`config.mk`:
```
export PLATFORM = sky130hd
export DESIGN_NAME = menu_nav_ctrl
export DESIGN_NICKNAME = d
export VERILOG_FILES = /design/src/rtl/menu_nav_ctrl.sv
export SDC_FILE = /design/constraint.sdc
export NUM_CORES = 1
export LEC_CHECK = 0
export CAP_MARGIN = 20
export CELL_PAD_IN_SITES_DETAIL_PLACEMENT = 0
export CELL_PAD_IN_SITES_GLOBAL_PLACEMENT = 1
export CORE_ASPECT_RATIO = 0.5
export CORE_UTILIZATION = 55
export CTS_BUF_LIST = sky130_fd_sc_hd__clkbuf_4
export CTS_CLUSTER_SIZE = 16
export DETAILED_ROUTE_END_ITERATION = 10
export GPL_ROUTABILITY_DRIVEN = 0
export GPL_TIMING_DRIVEN = 1
export PLACE_DENSITY_LB_ADDON = 0.1
export SLEW_MARGIN = 5
export SYNTH_ARGS = -nofsm -noshare
export SYNTH_HDL_FRONTEND = slang
export SYNTH_SLANG_ARGS = --single-unit
export TNS_END_PERCENT = 100
```
`constraint.sdc`:
```
create_clock -name clk -period 2.65 [get_ports clk]
set_input_delay 0.795 -clock clk [delete_from_list [all_inputs] [get_ports clk]]
set_output_delay 0.795 -clock clk [all_outputs]
set_load 0.1 [all_outputs]
```
`src/rtl/menu_nav_ctrl.sv`:
```
// menu_nav_ctrl: sequential front end for the 96x64 OLED game screens.
//   Debounces the four pushbuttons, runs the HOME / GAME / CONTROLS screen
//   state machine and produces the cursor-blink phase for the renderers.
//
// Ports:
//   clk         in   system clock (OLED driver domain)
//   rst_n       in   synchronous reset, active low
//   btn_up      in   raw pushbutton, asynchronous
//   btn_down    in   raw pushbutton, asynchronous
//   btn_centre  in   raw pushbutton, asynchronous
//   btn_back    in   raw pushbutton, asynchronous
//   frame_begin in   one-cycle pulse at the start of each OLED frame
//   screen_sel  out  0 = HOME, 1 = GAME, 2 = CONTROLS (this is the FSM state)
//   cursor      out  HOME item: 0 = "FLASHING CHAIR", 1 = "GAME CONTROL"
//   blink_on    out  1 = blinking icon / arrows visible
//   game_start  out  one-cycle pulse on entry to GAME
//
// Handshake: there is no valid/ready flow here. Each press is a one-cycle
// pulse that is consumed by the FSM in the cycle it is presented; it is never
// held, queued or back-pressured.
module menu_nav_ctrl #(
  parameter int DEBOUNCE_CYCLES = 62500,
  parameter int BLINK_FRAMES    = 15
) (
  input  logic       clk,
  input  logic       rst_n,
  input  logic       btn_up,
  input  logic       btn_down,
  input  logic       btn_centre,
  input  logic       btn_back,
  input  logic       frame_begin,
  output logic [1:0] screen_sel,
  output logic       cursor,
  output logic       blink_on,
  output logic       game_start
);

  localparam int CW = (DEBOUNCE_CYCLES > 1) ? $clog2(DEBOUNCE_CYCLES) : 1;
  localparam int BW = (BLINK_FRAMES > 1) ? $clog2(BLINK_FRAMES) : 1;
  localparam logic [CW-1:0] CNT_MAX   = CW'(DEBOUNCE_CYCLES - 1);
  localparam logic [BW-1:0] BLINK_MAX = BW'(BLINK_FRAMES - 1);

  // Button bit order: [0]=up [1]=down [2]=centre [3]=back
  localparam int B_UP     = 0;
  localparam int B_DOWN   = 1;
  localparam int B_CENTRE = 2;
  localparam int B_BACK   = 3;

  typedef enum logic [1:0] {
    S_HOME     = 2'd0,
    S_GAME     = 2'd1,
    S_CONTROLS = 2'd2
  } state_t;

  logic [3:0]    raw;
  logic [3:0]    sync1;
  logic [3:0]    sync2;
  logic [3:0]    deb;
  logic [3:0]    deb_d;
  logic [3:0]    press;
  logic [CW-1:0] deb_cnt [4];

  state_t        state;
  state_t        state_nxt;
  logic          cursor_nxt;
  logic          start_nxt;
  logic          view_changed;
  logic [BW-1:0] blink_cnt;

  logic win_back, win_centre, win_up, win_down;

  assign raw = {btn_back, btn_centre, btn_down, btn_up};

  // Debounce: two-flop synchroniser, then a counter of consecutive cycles in
  // which the synchronised level disagrees with the accepted level. The press
  // pulse is registered, adding one edge-detect cycle of latency.
  always_ff @(posedge clk) begin
    if (!rst_n) begin
      sync1 <= '0;
      sync2 <= '0;
      deb   <= '0;
      deb_d <= '0;
      press <= '0;
      for (int i = 0; i < 4; i++) deb_cnt[i] <= '0;
    end else begin
      sync1 <= raw;
      sync2 <= sync1;
      deb_d <= deb;
      press <= deb & ~deb_d;
      for (int i = 0; i < 4; i++) begin
        if (sync2[i] != deb[i]) begin
          if (deb_cnt[i] == CNT_MAX) begin
            deb[i]     <= sync2[i];
            deb_cnt[i] <= '0;
          end else begin
            deb_cnt[i] <= deb_cnt[i] + 1'b1;
          end
        end else begin
          deb_cnt[i] <= '0;
        end
      end
    end
  end

  // Fixed priority back > centre > up > down; losing presses are dropped.
  assign win_back   = press[B_BACK];
  assign win_centre = press[B_CENTRE] & ~press[B_BACK];
  assign win_up     = press[B_UP] & ~press[B_BACK] & ~press[B_CENTRE];
  assign win_down   = press[B_DOWN] & ~press[B_BACK] & ~press[B_CENTRE] & ~press[B_UP];

  always_comb begin
    state_nxt  = state;
    cursor_nxt = cursor;
    start_nxt  = 1'b0;
    case (state)
      S_HOME: begin
        if (win_up || win_down) begin
          cursor_nxt = ~cursor;
        end else if (win_centre) begin
          if (cursor) begin
            state_nxt = S_CONTROLS;
          end else begin
            state_nxt = S_GAME;
            start_nxt = 1'b1;
          end
        end
      end
      S_GAME: begin
        if (win_back) begin
          state_nxt  = S_HOME;
          cursor_nxt = 1'b0;
        end
      end
      S_CONTROLS: begin
        if (win_back || win_centre) state_nxt = S_HOME;
      end
      default: state_nxt = S_HOME;
    endcase
  end

  assign view_changed = (state_nxt != state) || (cursor_nxt != cursor);

  // Screen FSM and blink phase. A view change restarts the blink phase lit,
  // swallowing any frame_begin that lands on the same edge.
  always_ff @(posedge clk) begin
    if (!rst_n) begin
      state      <= S_HOME;
      cursor     <= 1'b0;
      game_start <= 1'b0;
      blink_on   <= 1'b1;
      blink_cnt  <= '0;
    end else begin
      state      <= state_nxt;
      cursor     <= cursor_nxt;
      game_start <= start_nxt;
      if (view_changed) begin
        blink_cnt <= '0;
        blink_on  <= 1'b1;
      end else if (frame_begin) begin
        if (blink_cnt == BLINK_MAX) begin
          blink_cnt <= '0;
          blink_on  <= ~blink_on;
        end else begin
          blink_cnt <= blink_cnt + 1'b1;
        end
      end
    end
  end

  assign screen_sel = state;

endmodule

```
==> metrics.md <==
| Metric | Value |
|---|---|
| Status | `finished clean` |
| Setup_tns | `0 ns` |
| Chip Width | `around 130 µm` |
| Starting Density | `between 50% and 60%` |
| Switching share of total power | `24.10%` |
| Largest net degree at the start of global routing | `18` |
| Switch Pwr | `between 500 and 600 µW` |
| Clk buf depth | `2` |
| HPWL Detailed | `approximately 5500 µm` |
| Total gr overflow | `0` |
| Via-to-Cell Ratio | `slightly above 5` |
| Fin nets | `a little over 500` |
| Seq/Total Area, Yosys | `55.59%` |
| R2R setup slack | `roughly 0.49 ns` |
| Async SR Flop Fraction | `0%` |
| Clock transition at path regs | `0.14 ns` |
| GRT Total Usage | `approximately a fifth` |
| Ys Warns | `0` |
| Slew Limit Fails | `0` |
| Post-CTS Hold Buffers | `0` |
| Static Leak | `0.001825 µW` |
| Layout cell share with drive strength beyond 1 | `under 10%` |
| Max Clock Freq | `~0.46 GHz` |
| DRT iter0 DRCs | `170` |
| WP data required | `about 2.8 ns` |
| Root buf cell | `clkbuf_4` |
| Crit path kind | `flop to flop` |
| Final ANT Viol Nets | `0` |
| Worst hold path class | `flop to flop` |
| Final period utilization | `81.62%` |
| Crit end category | `flop` |
| Slew @ Worst Pin | `between 0.6 and 0.7 ns` |
| Combinational share of power | `under 10%` |
| Cell Rows | `22` |
| Clock share of power | `between 20% and 30%` |
| Post-route cell area | `between 5000 and 6000 µm²` |
| H-tree Lvls | `3` |
| Final hold violation count | `0` |
| PwrDens | `approximately 480 nW/µm²` |
| Port Buffers | `11` |
| Crit-path max cell delay | `~0.53 ns` |
| Internal | `approximately 1800 µW` |
| Power, Total | `~2400 µW` |
| Crit path max fanout | `16` |
| CTS sink cnt | `just over 90` |
| CTS tree | `built` |
| Wire per inst | `around 13 µm` |
| Core area | `approximately 7600 µm²` |
| Die Height | `between 60 and 70 µm` |
| # setup viols final | `0` |
| Cell area after synthesis | `between 4000 and 5000 µm²` |
| Die ar. | `between 8000 and 9000 µm²` |
| Drt total wl | `7765 µm` |
| Reg-to-reg endpoint | `deb_cnt[3][3]` |
| RSZ-0062 raised after global routing | `false` |
| Initial antenna violation count | `0` |
| Placed Cells | `a little under 600` |
| Residual DRC | `0` |
| Critical path's slowest cell | `nand3_1` |
| Worst clock skew | `0.008328 ns` |
| Vias | `around 3.1k` |
| Reg-to-reg startpoint | `deb_cnt[3][0]` |
| Startpoint Class | `flop` |
| Syn_area_per_cell | `~11 µm²` |
| Top_reg_cell synth | `edfxtp_1` |
| Crit path DAT | `roughly 2.3 ns` |
| Max-cap viol count | `0` |
| CP endpoint | `deb_cnt[3][3]` |
| Crit. Startpoint | `deb_cnt[3][0]` |
| Synth Instances | `423` |
| Reg power frac | `~68%` |
| Vias in the first global route | `3114` |
| Most frequent cells in the layout | `nor2_1 (80), edfxtp_1 (64), conb_1 (64), xnor2_1 (34), dfxtp_1 (29)` |
| Resized cells post-CTS | `0` |
| Crit path cell chain | `ha_1, nor4bb_1, nand4_1, nand3_1, nor2_1` |
| Num CTS Buffers | `9` |
| Finished Core Util | `65.98%` |
| Commonest non-fill, non-tap cell in the layout | `nor2_1` |
| Ports | `12` |
| Peak supply drop | `0.0002993 V` |
| Reg2Reg Depth | `5` |
| First-pass GRT wire length | `between 10000 and 15000 µm` |
| DRT Pass-1 Iters | `4` |
| Slew HR | `between 50% and 60%` |
| Placed instance area | `4926 µm²` |
| Min Tclk post-route | `approximately 2.2 ns` |
| Antenna Cells | `0` |
| Register bit count reported by yosys | `93` |
| Area delta synth->final | `11.76%` |
| Worst skew pair latency | `~0.43 ns` |
| Synth unique cells | `41` |
| Post CTS Setup Buffer Count | `0` |
| Filler-free cell count of the finished design | `between 600 and 700` |
| Number of synthesized flops with an enable pin | `64` |
[critical path, delay by kind of cell (launching register included)]
family	cells	cell delay, ns
fa+ha+maj	1	0.25
flops	1	0.41
simple gates	4	1.24
[how the worst min path moves through the flow]
stage	cells after the start	slack, ns	start	to
floorplan	1	0.37	deb_d[0]	press[0]
CTS	1	0.39	deb_d[3]	press[3]
detailed placement	1	0.38	deb_d[3]	press[3]
finish	1	0.39	deb_d[3]	press[3]
global placement	1	0.37	deb_d[2]	press[2]
global route	1	0.41	deb_d[1]	press[1]
[registers in the layout (all words and copies together) (netlist names)]
register / cells
blink_cnt: 4
blink_on: 1
cursor: 1
deb: 4
deb_cnt: 64
deb_d: 4
game_start: 1
press: 4
screen_sel: 2
sync1: 4
sync2: 4
[final cells by class]
class	instances	area, µm²
fill	641	2594
timing repair buffer	13	112.6
clock buffer	10	75.07
inverter	15	56.30
multi-input combinational	366	2120
clock inverter	6	30.03
tap	108	135.1
sequential	93	2502
[metrics by stage]
| step | hold slack (ns) | setup slack (ns) |
|---|---|---|
| floorplan | 0.3674 | 0.5139 |
| global placement | 0.3724 | 0.3272 |
| detailed placement | 0.3753 | 0.2160 |
| CTS | 0.3940 | 0.4917 |
| global route | 0.4094 | 0.2675 |
| finish | 0.3938 | 0.4871 |
[Yosys cell counts (all sizes together) (2+ instances only)]
| master | number | share of area (%) |
|---|---|---|
| clkbuf | 6 | 0.53 |
| and3 | 3 | 0.42 |
| xnor2 | 34 | 6.6 |
| nand2 | 19 | 1.6 |
| nor2 | 80 | 6.7 |
| nor4 | 13 | 1.8 |
| buf | 6 | 0.81 |
| nor4b | 2 | 0.39 |
| o21ai | 4 | 0.44 |
| xor2 | 25 | 4.9 |
| or4 | 4 | 0.75 |
| nand4b | 2 | 0.39 |
| inv | 15 | 1.3 |
| and2 | 14 | 1.9 |
| dfxtp | 29 | 13 |
| nand4 | 20 | 2.8 |
| and4 | 7 | 1.4 |
| nor4bb | 5 | 1.1 |
| mux2 | 3 | 0.75 |
| a21oi | 4 | 0.44 |
| nor3 | 12 | 1.3 |
| edfxtp | 64 | 43 |
| nand3 | 26 | 3.0 |
| o31ai | 2 | 0.33 |
| mux2i | 5 | 1.1 |
| ha | 4 | 1.1 |
| nor2b | 5 | 0.69 |
[per-layer routing]
layer / wire, µm / up-vias / track usage (%)
li1: - / 1593 / -
met3: 226 / 9 / 5.016
met2: 3734 / 33 / 36.30
met1: 3718 / 1511 / 25.67
met4: 85 / 0 / 8.285
met5: 0 / - / 0
[kinds of logic after synthesis]
| group | after synthesis | synth area share, % |
|---|---|---|
| compound gates | 15 | 2.446 |
| xor+xnor | 59 | 11.48 |
| fa+ha+maj | 4 | 1.112 |
| buf+inv | 27 | 2.585 |
| flops | 93 | 55.59 |
| mux | 8 | 1.862 |
| other cells | 1 | 0.08330 |
| simple gates | 216 | 24.85 |
[power by group through the flow]
stage               clock (µW)  combinational (µW)  sequential (µW)
finish                     660                 119             1660
global route               733                 137             1670
CTS                        674                 116             1660
detailed placement           0                 115             1690
global placement             0                 111             1680
floorplan                    0                94.6             1670
No activity file was read; power rests on OpenSTA's default activity.
